[src/rtl/display_pkg.sv]
// display_pkg: scan FSM states and seven-segment patterns shared by the display blocks.
package display_pkg;
   typedef enum logic [1:0] {S_BLANK_U, S_SHOW_U, S_BLANK_D, S_SHOW_D} scan_state_t;
   localparam logic [6:0] SEG_0     = 7'h3F;
   localparam logic [6:0] SEG_1     = 7'h06;
   localparam logic [6:0] SEG_2     = 7'h5B;
   localparam logic [6:0] SEG_3     = 7'h4F;
   localparam logic [6:0] SEG_4     = 7'h66;
   localparam logic [6:0] SEG_5     = 7'h6D;
   localparam logic [6:0] SEG_6     = 7'h7D;
   localparam logic [6:0] SEG_7     = 7'h07;
   localparam logic [6:0] SEG_8     = 7'h7F;
   localparam logic [6:0] SEG_9     = 7'h6F;
   localparam logic [6:0] SEG_DASH  = 7'h40;
   localparam logic [6:0] SEG_BLANK = 7'h00;
endpackage

[src/rtl/module_bcd_7seg.sv]
// module_bcd_7seg: combinational BCD to {g,f,e,d,c,b,a} decoder; non-BCD codes show a dash.
module module_bcd_7seg
   import display_pkg::*;
(
   input  logic [3:0] bcd,
   output logic [6:0] seg
);
   always_comb begin
      case (bcd)
         4'd0:    seg = SEG_0;
         4'd1:    seg = SEG_1;
         4'd2:    seg = SEG_2;
         4'd3:    seg = SEG_3;
         4'd4:    seg = SEG_4;
         4'd5:    seg = SEG_5;
         4'd6:    seg = SEG_6;
         4'd7:    seg = SEG_7;
         4'd8:    seg = SEG_8;
         4'd9:    seg = SEG_9;
         default: seg = SEG_DASH;
      endcase
   end
endmodule

[src/rtl/module_display_scan.sv]
// module_display_scan: two-digit seven-segment scan controller with inter-digit blanking
// and once-per-frame sampling of the displayed number.
module module_display_scan
   import display_pkg::*;
#(
   parameter int REFRESH_DIV  = 27000,
   parameter int BLANK_CYCLES = 16
) (
   input  logic       clk,
   input  logic       rst_n,
   input  logic [3:0] uni,
   input  logic [3:0] dec,
   input  logic       blank_lz,
   output logic       load_u,
   output logic       load_d,
   output logic [3:0] digit,
   output logic [6:0] seg
);
   localparam int CW = $clog2(REFRESH_DIV);
   localparam logic [CW-1:0] BLANK_LAST = CW'(BLANK_CYCLES - 1);
   localparam logic [CW-1:0] SLOT_LAST  = CW'(REFRESH_DIV - 1);

   generate
      if (!(REFRESH_DIV > BLANK_CYCLES && BLANK_CYCLES >= 1)) begin : g_bad_params
         $error("module_display_scan: need REFRESH_DIV > BLANK_CYCLES >= 1");
      end
   endgenerate

   scan_state_t   state_q, state_d;
   logic [CW-1:0] cnt_q, cnt_d;
   logic [3:0]    u_q, u_d, d_q, d_d, digit_q, digit_d;
   logic          lz_q, lz_d, load_u_q, load_u_d, load_d_q, load_d_d;
   logic [6:0]    seg_q, seg_d, dec_seg;
   logic          blank, last, frame, show_u, show_d;
   logic [3:0]    sel;

   assign blank  = state_q == S_BLANK_U || state_q == S_BLANK_D;
   assign last   = blank ? cnt_q == BLANK_LAST : cnt_q == SLOT_LAST;
   assign frame  = state_q == S_BLANK_U && cnt_q == '0;
   assign show_u = state_q == S_SHOW_U;
   // a suppressed leading zero keeps its slot time so brightness does not change
   assign show_d = state_q == S_SHOW_D && !(lz_q && d_q == 4'd0);
   assign sel    = state_q == S_SHOW_D ? d_q : u_q;

   module_bcd_7seg u_dec (.bcd(sel), .seg(dec_seg));

   always_comb begin
      state_d  = !last ? state_q :
                 state_q == S_BLANK_U ? S_SHOW_U :
                 state_q == S_SHOW_U  ? S_BLANK_D :
                 state_q == S_BLANK_D ? S_SHOW_D : S_BLANK_U;
      cnt_d    = (last && !blank) ? '0 : cnt_q + 1'b1;
      u_d      = frame ? uni : u_q;
      d_d      = frame ? dec : d_q;
      lz_d     = frame ? blank_lz : lz_q;
      load_u_d = show_u;
      load_d_d = show_d;
      digit_d  = (show_u || show_d) ? sel : 4'd0;
      seg_d    = (show_u || show_d) ? dec_seg : SEG_BLANK;
   end

   always_ff @(posedge clk or negedge rst_n) begin
      if (!rst_n) begin
         state_q  <= S_BLANK_U;
         cnt_q    <= '0;
         u_q      <= '0;
         d_q      <= '0;
         lz_q     <= 1'b0;
         load_u_q <= 1'b0;
         load_d_q <= 1'b0;
         digit_q  <= '0;
         seg_q    <= SEG_BLANK;
      end else begin
         state_q  <= state_d;
         cnt_q    <= cnt_d;
         u_q      <= u_d;
         d_q      <= d_d;
         lz_q     <= lz_d;
         load_u_q <= load_u_d;
         load_d_q <= load_d_d;
         digit_q  <= digit_d;
         seg_q    <= seg_d;
      end
   end

   assign load_u = load_u_q;
   assign load_d = load_d_q;
   assign digit  = digit_q;
   assign seg    = seg_q;
endmodule

[config.mk]
export PLATFORM = sky130hd
export DESIGN_NAME = module_display_scan
export DESIGN_NICKNAME = d
export VERILOG_FILES = /design/src/rtl/display_pkg.sv /design/src/rtl/module_bcd_7seg.sv /design/src/rtl/module_display_scan.sv
export SDC_FILE = /design/constraint.sdc
export NUM_CORES = 1
export LEC_CHECK = 0
export CAP_MARGIN = 20
export CELL_PAD_IN_SITES_DETAIL_PLACEMENT = 1
export CELL_PAD_IN_SITES_GLOBAL_PLACEMENT = 1
export CORE_ASPECT_RATIO = 1.5
export CORE_MARGIN = 4
export CORE_UTILIZATION = 39
export DETAILED_ROUTE_END_ITERATION = 7
export PLACE_DENSITY_LB_ADDON = 0.1
export SLEW_MARGIN = 20
export SYNTH_ARGS = -nofsm -noshare
export SYNTH_HDL_FRONTEND = slang
export SYNTH_SLANG_ARGS = --single-unit
[constraint.sdc]
create_clock -name clk -period 2.4 [get_ports clk]
set_clock_uncertainty 0.1 [all_clocks]
set_input_delay 0.48 -clock clk [delete_from_list [all_inputs] [get_ports clk]]
set_output_delay 0.48 -clock clk [all_outputs]
set_load 0.02 [all_outputs]
==> results of run 1 <==
power by group through the flow:
stage | Combinational [mW] | Sequential [mW] | Clock, mW
5_1_grt | 0.130 | 0.690 | 0.533
6_report | 0.118 | 0.687 | 0.487
3_5_place_dp | 0.120 | 0.701 | 0
3_3_place_gp | 0.118 | 0.700 | 0
4_1_cts | 0.121 | 0.688 | 0.506
2_1_floorplan | 0.0328 | 0.715 | 0
kinds of logic (layout without fill, tap and decap cells):
logic type / count (synthesis) / in the layout
buf+inv: 10 / 49
mux: 17 / 17
fa+ha+maj: 8 / 8
xor+xnor: 13 / 13
simple gates: 53 / 53
compound gates: 17 / 17
flops: 39 / 39
layer usage:
| metal | track usage | part of all wire | up-vias | routed length, µm |
|---|---|---|---|---|
| li1 | - | - | 633 | - |
| met1 | 0.165 | 0.38 | 656 | 1590 |
| met2 | 0.306 | 0.58 | 16 | 2470 |
| met3 | 0.0364 | 0.024 | 6 | 100 |
| met4 | 0.0635 | 0.016 | 0 | 69 |
| met5 | 0 | 0 | - | 0 |
worst reg2reg max path: stages, from the launching register on:
cell	delay [ns]
sky130_fd_sc_hd__dfrtp_1	0.39
sky130_fd_sc_hd__or4_4	0.54
sky130_fd_sc_hd__or4_4	0.45
sky130_fd_sc_hd__a2111oi_4	0.40
sky130_fd_sc_hd__buf_4	0.22
sky130_fd_sc_hd__nor2_1	0.05
registers in the layout (all words and copies together), names as in the netlist:
signal / flops
cnt_q: 15
d_q: 4
digit: 4
load_d: 1
load_u: 1
lz_q: 1
seg: 7
state_q: 2
u_q: 4
metrics by stage:
| stage | utilization | hold WS (ns) | std cells |
|---|---|---|---|
| 2_1_floorplan | - | 0.0844 | 157 |
| 3_3_place_gp | 0.487 | 0.384 | 252 |
| 3_5_place_dp | 0.487 | 0.393 | 252 |
| 4_1_cts | 0.510 | 0.231 | 260 |
| 5_1_grt | 0.510 | 0.266 | 260 |
| 6_report | 0.510 | 0.206 | 260 |
placed cells by master (no fill, tap or decap), drive strengths merged, types with 2 or more instances in the layout:
cell type	count
or4	2
nand2	6
nor4	5
mux2	13
a2111oi	2
mux2i	4
nand4	4
nand3	8
ha	8
clkdlybuf4s50	22
and4	3
nor2	16
o21ai	2
xor2	6
dfrtp	39
clkbuf	7
a21oi	7
buf	13
inv	6
xnor2	7
worst max-delay path by stage:
stage | slack, ns | cells past startpoint | end
final | 0.13 | 5 | cnt_q[8]
after global routing | 0.02 | 5 | cnt_q[8]
after CTS | 0.06 | 5 | cnt_q[8]
after detailed placement | 0.08 | 5 | cnt_q[11]
after global placement | 0.13 | 5 | cnt_q[5]
after floorplan | 0.11 | 6 | state_q[0]
area by class of cell:
| cell class | count | area share |
|---|---|---|
| Clock buffer | 7 | 0.0413 |
| Clock inverter | 1 | 0.00322 |
| Inverter | 6 | 0.00965 |
| Multi-Input combinational cell | 108 | 0.359 |
| Sequential cell | 39 | 0.418 |
| Tap cell | 64 | 0.0343 |
| Timing Repair Buffer | 35 | 0.135 |
==> impl_results.rst, run 1 <==
.. list-table::
   :header-rows: 1

   * - Metric
     - Value
   * - Global-route wire length before repair
     - roughly 7200 µm
   * - Synthesized instance count
     - between 150 and 200
   * - Critical-path cell with the highest stage delay
     - sky130_fd_sc_hd__or4_4
   * - Cell leakage power
     - between 0.9 and 1 nW
   * - Class of the tightest hold or removal check
     - in2async
   * - Startpoint of the worst-slack reg-to-reg timing path
     - cnt_q[11]
   * - Clock power share
     - 0.377
   * - Startpoint type of the worst setup path
     - flop
   * - Setup TNS
     - 0 ns
   * - Largest family of logic cells by synthesized area
     - simple AND/OR/NAND/NOR gates
   * - Critical path data required time
     - about 2.5 ns
   * - Area of the die
     - 0.00598 mm²
   * - Synthesized area per cell
     - 11.9 µm²
   * - Mux share of post-synthesis cell area
     - 0.0999
   * - Cts-stage hold buffer count
     - 0
   * - Net switching power figure
     - a little under 0.3 mW
   * - Peak VDD IR
     - approximately 0.33 mV
   * - Flops & latches, synth
     - 39
   * - Sequential cell area
     - around 980 µm²
   * - Time the worst path needs with I/O delays and setup
     - 2.27 ns
   * - Number of routed nets with antenna violations
     - 0
   * - Crit path buffers/inverters
     - 1
   * - # resized after CTS
     - 0
   * - Switching share of power
     - 0.229
   * - Yosys synthesis warning count
     - 0
   * - Antenna diode instance count
     - 0
   * - Number of filler cells placed in the layout
     - 509
   * - Number of global-route vias before repair
     - ~1,500
   * - Pin slew with the least headroom to its limit
     - ~0.87 ns
   * - Number of CTS-inserted buffers
     - 5
   * - Area of all placed cells without fillers
     - 0.00233 mm²
   * - Number of library cell types mapped by synthesis
     - 37
   * - Number of antenna violations at the first check in global routing
     - 0
   * - Top-area cell type share of the netlist area
     - 0.523
   * - Fraction of final layout cells with drive strength greater than 1
     - 0.219
   * - Area share of xor/xnor cells in the synthesized design
     - 0.0610
   * - Data arrival time of the worst path
     - ~2.3 ns
   * - Top fanout value on the critical path
     - 7
   * - Die Span X
     - ~64 µm
   * - Count of pins over their slew limit
     - 0
   * - Peak Freq
     - 441 MHz
   * - Synthesized netlist net count
     - around 180
   * - Half-perimeter wire length after detailed placement
     - ~3200 µm
   * - Post-synthesis compound-gate area fraction
     - 0.0711
   * - Detail-routed via count per cell
     - 5.04
   * - Hold Vio Cnt, Final
     - 0
   * - Biggest cell delay along the critical path
     - approximately 0.54 ns
   * - Top cells by area, synth
     - sky130_fd_sc_hd__dfrtp_1, sky130_fd_sc_hd__mux2_2, sky130_fd_sc_hd__ha_1
   * - Final worst-path setup slack
     - about 0.13 ns
   * - Proportion of register bits with asynchronous set or reset after synthesis
     - 1.00
   * - Final period util
     - 0.945
   * - Wirelength, routed
     - around 4200 µm
   * - Run status
     - finished clean
   * - Top_reg_cell synth
     - sky130_fd_sc_hd__dfrtp_1
   * - Multi-input logic area
     - roughly 840 µm²
   * - CTS root buf
     - sky130_fd_sc_hd__clkbuf_8
   * - Placed standard-cell area
     - approximately 0.0022 mm²
   * - Launching element of the worst setup path
     - cnt_q[11]
   * - Top cells by count, synth
     - sky130_fd_sc_hd__dfrtp_1, sky130_fd_sc_hd__nor2_1, sky130_fd_sc_hd__mux2_2
   * - Internal power contribution
     - approximately 1.0 mW
   * - FP Rows
     - 30
   * - H-tree depth
     - 2
   * - Weighted congestion reported at the end of routability-driven placement
     - roughly 0.80
   * - Power per Cell Area
     - 554 mW/mm²
   * - DRT iter0 DRCs
     - 33
   * - Register-to-Register Setup Slack
     - about 0.13 ns
   * - Pre-CTS worst setup slack
     - between 0.07 and 0.08 ns
   * - Class of the most critical setup path
     - reg2reg
   * - Total setup violations reported at the end of the flow
     - 0
   * - Pin count of the biggest net entering global routing
     - 40
   * - Sequential share of the synthesized area
     - 0.523
   * - # DRC
     - 0
   * - Combined area of all synthesized cells
     - around 0.0019 mm²
   * - Die height
     - around 93 µm
   * - Adder and majority gate portion of the synthesized area
     - 0.0537
   * - Power share of the combinational group
     - 0.092
   * - CP Cell Sequence
     - or4_4, or4_4, a2111oi_4, buf_4, nor2_1
   * - Area added between synthesis and finish
     - 25.2%
   * - Most frequent cell after synthesis
     - sky130_fd_sc_hd__dfrtp_1
   * - Sink Count
     - 39
   * - Total iterations of the first detailed-routing run
     - 4
   * - Family with the most delay on the worst path
     - simple AND/OR/NAND/NOR gates
   * - Global route overflow
     - 0
   * - Worst reg-to-reg path cell count
     - 5
   * - Average wire per cell in the routed design
     - 16.3 µm
   * - Final total power
     - 1.29 mW
   * - Maximum buffer depth of the clock tree
     - 2
   * - Nets
     - 214
   * - Most area-hungry cell type in the Yosys netlist
     - sky130_fd_sc_hd__dfrtp_1
   * - Fraction of the mapped netlist area in simple logic gates
     - 0.163
   * - Area of the core
     - between 0.004 and 0.005 mm²
   * - Clock tree from TritonCTS
     - yes
   * - Clock latency of the later-clocked register in the worst-skew pair
     - 0.29 ns
   * - Unrepaired setup endpoints after global routing
     - false
   * - Global routing usage summed across all routing layers
     - 0.161
   * - Vias post-DR
     - roughly 1,300
   * - Ports
     - 24
   * - Worst R2R End
     - cnt_q[8]
   * - Fraction of power consumed by sequential logic
     - 0.532
   * - Worst slew margin
     - 0.418
   * - Buffer count from post-CTS setup fixing
     - 0
   * - Clock-pin slew on the worst setup and hold paths
     - around 0.07 ns
   * - Most common cell on crit path
     - sky130_fd_sc_hd__or4_4
   * - Buffers on Ports
     - 23
   * - Initial core utilization
     - 0.407
   * - Number of max-cap violations
     - 0
   * - EDFF count, synth
     - 0
   * - Category of the worst setup path capture point
     - flop
No activity file was read; power rests on OpenSTA's default activity.
==> inputs of run 2 (changes only) <==
--- a/config.mk
+++ b/config.mk
@@ -12,7 +12,7 @@
 export CORE_MARGIN = 4
 export CORE_UTILIZATION = 39
 export DETAILED_ROUTE_END_ITERATION = 7
-export PLACE_DENSITY_LB_ADDON = 0.1
+export PLACE_DENSITY = 0.74
 export SLEW_MARGIN = 20
 export SYNTH_ARGS = -nofsm -noshare
 export SYNTH_HDL_FRONTEND = slang
==> run 2 against run 1 <==
  * Combinational power about the same
  * Hold slack got worse by 0.017 ns
  * Highest routed layer unchanged
  * Sequential power about the same
  * Largest cell class unchanged
==> impl_results.rst, run 2 (synthesis gave the netlist of run 1 again) <==
.. list-table::
   :header-rows: 1

   * - Metric
     - Value
   * - Run status
     - finished clean
   * - Utilization of the core after routing
     - 0.513 (+0.00355)
   * - Hold Vio Cnt, Final
     - 0 (unchanged)
   * - Total iterations of the first detailed-routing run
     - 3 (-1)
   * - Die Span X
     - 64.5 µm (unchanged)
   * - Clock tree from TritonCTS
     - yes
   * - Maximum buffer depth of the clock tree
     - 2 (unchanged)
   * - Fraction of power consumed by sequential logic
     - 0.506 (-0.026)
   * - Peak VDD IR
     - 0.327 mV (-1.2%)
   * - Global-route wire length before repair
     - 7090 µm (-2.2%)
   * - Total setup violations reported at the end of the flow
     - 0 (unchanged)
   * - Switching share of power
     - 0.230 (+0.000889)
   * - DRT iter0 DRCs
     - 12 (-64%)
   * - Pin slew with the least headroom to its limit
     - 0.852 ns (-0.0217 ns)
   * - Placed standard-cell area
     - 0.00224 mm² (+0.34%)
   * - Data arrival time of the worst path
     - 2.35 ns (about the same)
   * - Final std cells w/o fill
     - 261 (+0.38%)
   * - # resized after CTS
     - 0 (unchanged)
   * - Peak Freq
     - 441 MHz (about the same)
   * - Buffers on Ports
     - 23 (unchanged)
   * - Top fanout value on the critical path
     - 5 (-2)
   * - Clock-pin slew on the worst setup and hold paths
     - 0.08 ns (about the same)
   * - FP Rows
     - 30 (unchanged)
   * - Area of all placed cells without fillers
     - 0.00235 mm² (+0.70%)
   * - Area of the core
     - 0.00458 mm² (unchanged)
   * - Cts-stage hold buffer count
     - 0 (unchanged)
   * - Ports
     - 24 (unchanged)
   * - Nets
     - 215 (+0.47%)
   * - Count of pins over their slew limit
     - 0 (unchanged)
   * - Number of routed nets with antenna violations
     - 0 (unchanged)
   * - Buffer count from post-CTS setup fixing
     - 0 (unchanged)
   * - Global routing usage summed across all routing layers
     - 0.153 (-0.00791)
   * - Net switching power figure
     - 0.311 mW (+5.4%)
   * - Power share of the combinational group
     - 0.087 (-0.005)
   * - Setup TNS
     - 0 ns (unchanged)
   * - Wirelength, routed
     - 4180 µm (-1.2%)
   * - Area of the die
     - 0.00598 mm² (unchanged)
   * - Number of max-cap violations
     - 0 (unchanged)
   * - Leading cell type in the layout, fill and taps excluded
     - sky130_fd_sc_hd__dfrtp_1
   * - Clock latency of the later-clocked register in the worst-skew pair
     - 0.30 ns (about the same)
   * - Detail-routed via count per cell
     - 5.08 (+0.83%)
   * - Register-to-Register Setup Slack
     - 0.13 ns (about the same)
   * - Flip-flop count of the largest register, all copies and words added
     - 15 (unchanged)
   * - Category of the worst setup path capture point
     - flop
   * - Worst reg-to-reg path cell count
     - 5 (unchanged)
   * - Unrepaired setup endpoints after global routing
     - false
   * - Final period util
     - 0.946 (about the same)
   * - Time the worst path needs with I/O delays and setup
     - 2.27 ns (+0.00222 ns)
   * - Class of the most critical setup path
     - reg2reg
   * - Fraction of final layout cells with drive strength greater than 1
     - 0.223 (+0.00396)
   * - Area added between synthesis and finish
     - 26.0%
   * - H-tree depth
     - 2 (unchanged)
   * - # DRC
     - 0 (unchanged)
   * - Pin count of the biggest net entering global routing
     - 40 (unchanged)
   * - Weighted congestion reported at the end of routability-driven placement
     - 0.842 (+5.2%)
   * - Half-perimeter wire length after detailed placement
     - 3110 µm (-3.2%)
   * - Antenna diode instance count
     - 0 (unchanged)
   * - Power per Cell Area
     - 577 mW/mm² (+4.2%)
   * - Internal power contribution
     - 1.05 mW (+4.8%)
   * - Total instance count after detailed placement
     - 253 (+0.40%)
   * - Register containing the most flip-flops in the final layout
     - cnt_q
   * - Startpoint type of the worst setup path
     - flop
   * - Global route overflow
     - 0 (unchanged)
   * - Average wire per cell in the routed design
     - 16.0 µm (-1.6%)
   * - Critical path data required time
     - 2.48 ns (about the same)
   * - Commonest cells after routing, fill and taps aside
     - sky130_fd_sc_hd__dfrtp_1, sky130_fd_sc_hd__clkdlybuf4s50_1, sky130_fd_sc_hd__nor2_1
   * - Initial core utilization
     - 0.407 (unchanged)
   * - CTS root buf
     - sky130_fd_sc_hd__clkbuf_8
   * - Number of antenna violations at the first check in global routing
     - 0 (unchanged)
   * - Class of the tightest hold or removal check
     - in2async
   * - Worst slew margin
     - 0.432 (+0.0145)
   * - Vias post-DR
     - 1,327 (+1.2%)
   * - Sink Count
     - 39 (unchanged)
   * - Clock power share
     - 0.407 (+0.030)
   * - Number of CTS-inserted buffers
     - 5 (unchanged)
   * - Number of global-route vias before repair
     - 1,485 (+0.47%)
   * - Die height
     - 92.7 µm (unchanged)
   * - Cell leakage power
     - 0.984 nW (+1.3%)
==> run 2: final timing paths <==
kind,start,endpoint
min in group clk,u_q[1],u_q[1]
worst max register to register,cnt_q[11],cnt_q[0]
worst min register to register,u_q[1],u_q[1]
worst min-delay path,rst_n,cnt_q[6]
max in group asynchronous,rst_n,seg[3]
worst max-delay path,cnt_q[11],cnt_q[0]
==> run 2: metrics by stage <==
step	setup slack (ns)	total power, mW	hold slack (ns)
after floorplan	0.110	0.748	0.0844
after global placement	0.155	0.815	0.387
after detailed placement	0.0850	0.820	0.397
after CTS	0.0697	1.38	0.218
after global routing	0.0438	1.41	0.265
final	0.130	1.36	0.189
==> run 2: layer usage <==
metal  up-vias  share of wire  GRT usage
met3         8          0.031     0.0376
met1       666           0.41      0.174
met2        19           0.53      0.266
met5         -              0          0
li1        634              -          -
met4         0          0.023     0.0670
==> run 2: power groups by stage <==
stage | clock, mW | sequential, mW | combinational [mW]
final | 0.552 | 0.687 | 0.118
after global routing | 0.591 | 0.689 | 0.129
after CTS | 0.568 | 0.687 | 0.121
after detailed placement | 0 | 0.700 | 0.120
after global placement | 0 | 0.699 | 0.116
after floorplan | 0 | 0.715 | 0.0328
==> run 2: worst max-delay path, cell delays in order (launching register included) <==
cell	delay (ns)
sky130_fd_sc_hd__dfrtp_1	0.39
sky130_fd_sc_hd__or4_4	0.55
sky130_fd_sc_hd__or4_4	0.46
sky130_fd_sc_hd__a2111oi_4	0.40
sky130_fd_sc_hd__buf_4	0.21
sky130_fd_sc_hd__nor2_1	0.05
==> run 2: final cells by class <==
cell class	instances	area [µm²]
clock buffers	5	68.8
repair buffers	36	323
clock inverters	3	43.8
flip-flops and latches	39	976
well taps	64	80.1
inverters	6	22.5
multi-input cells	108	837
fillers	510	2230
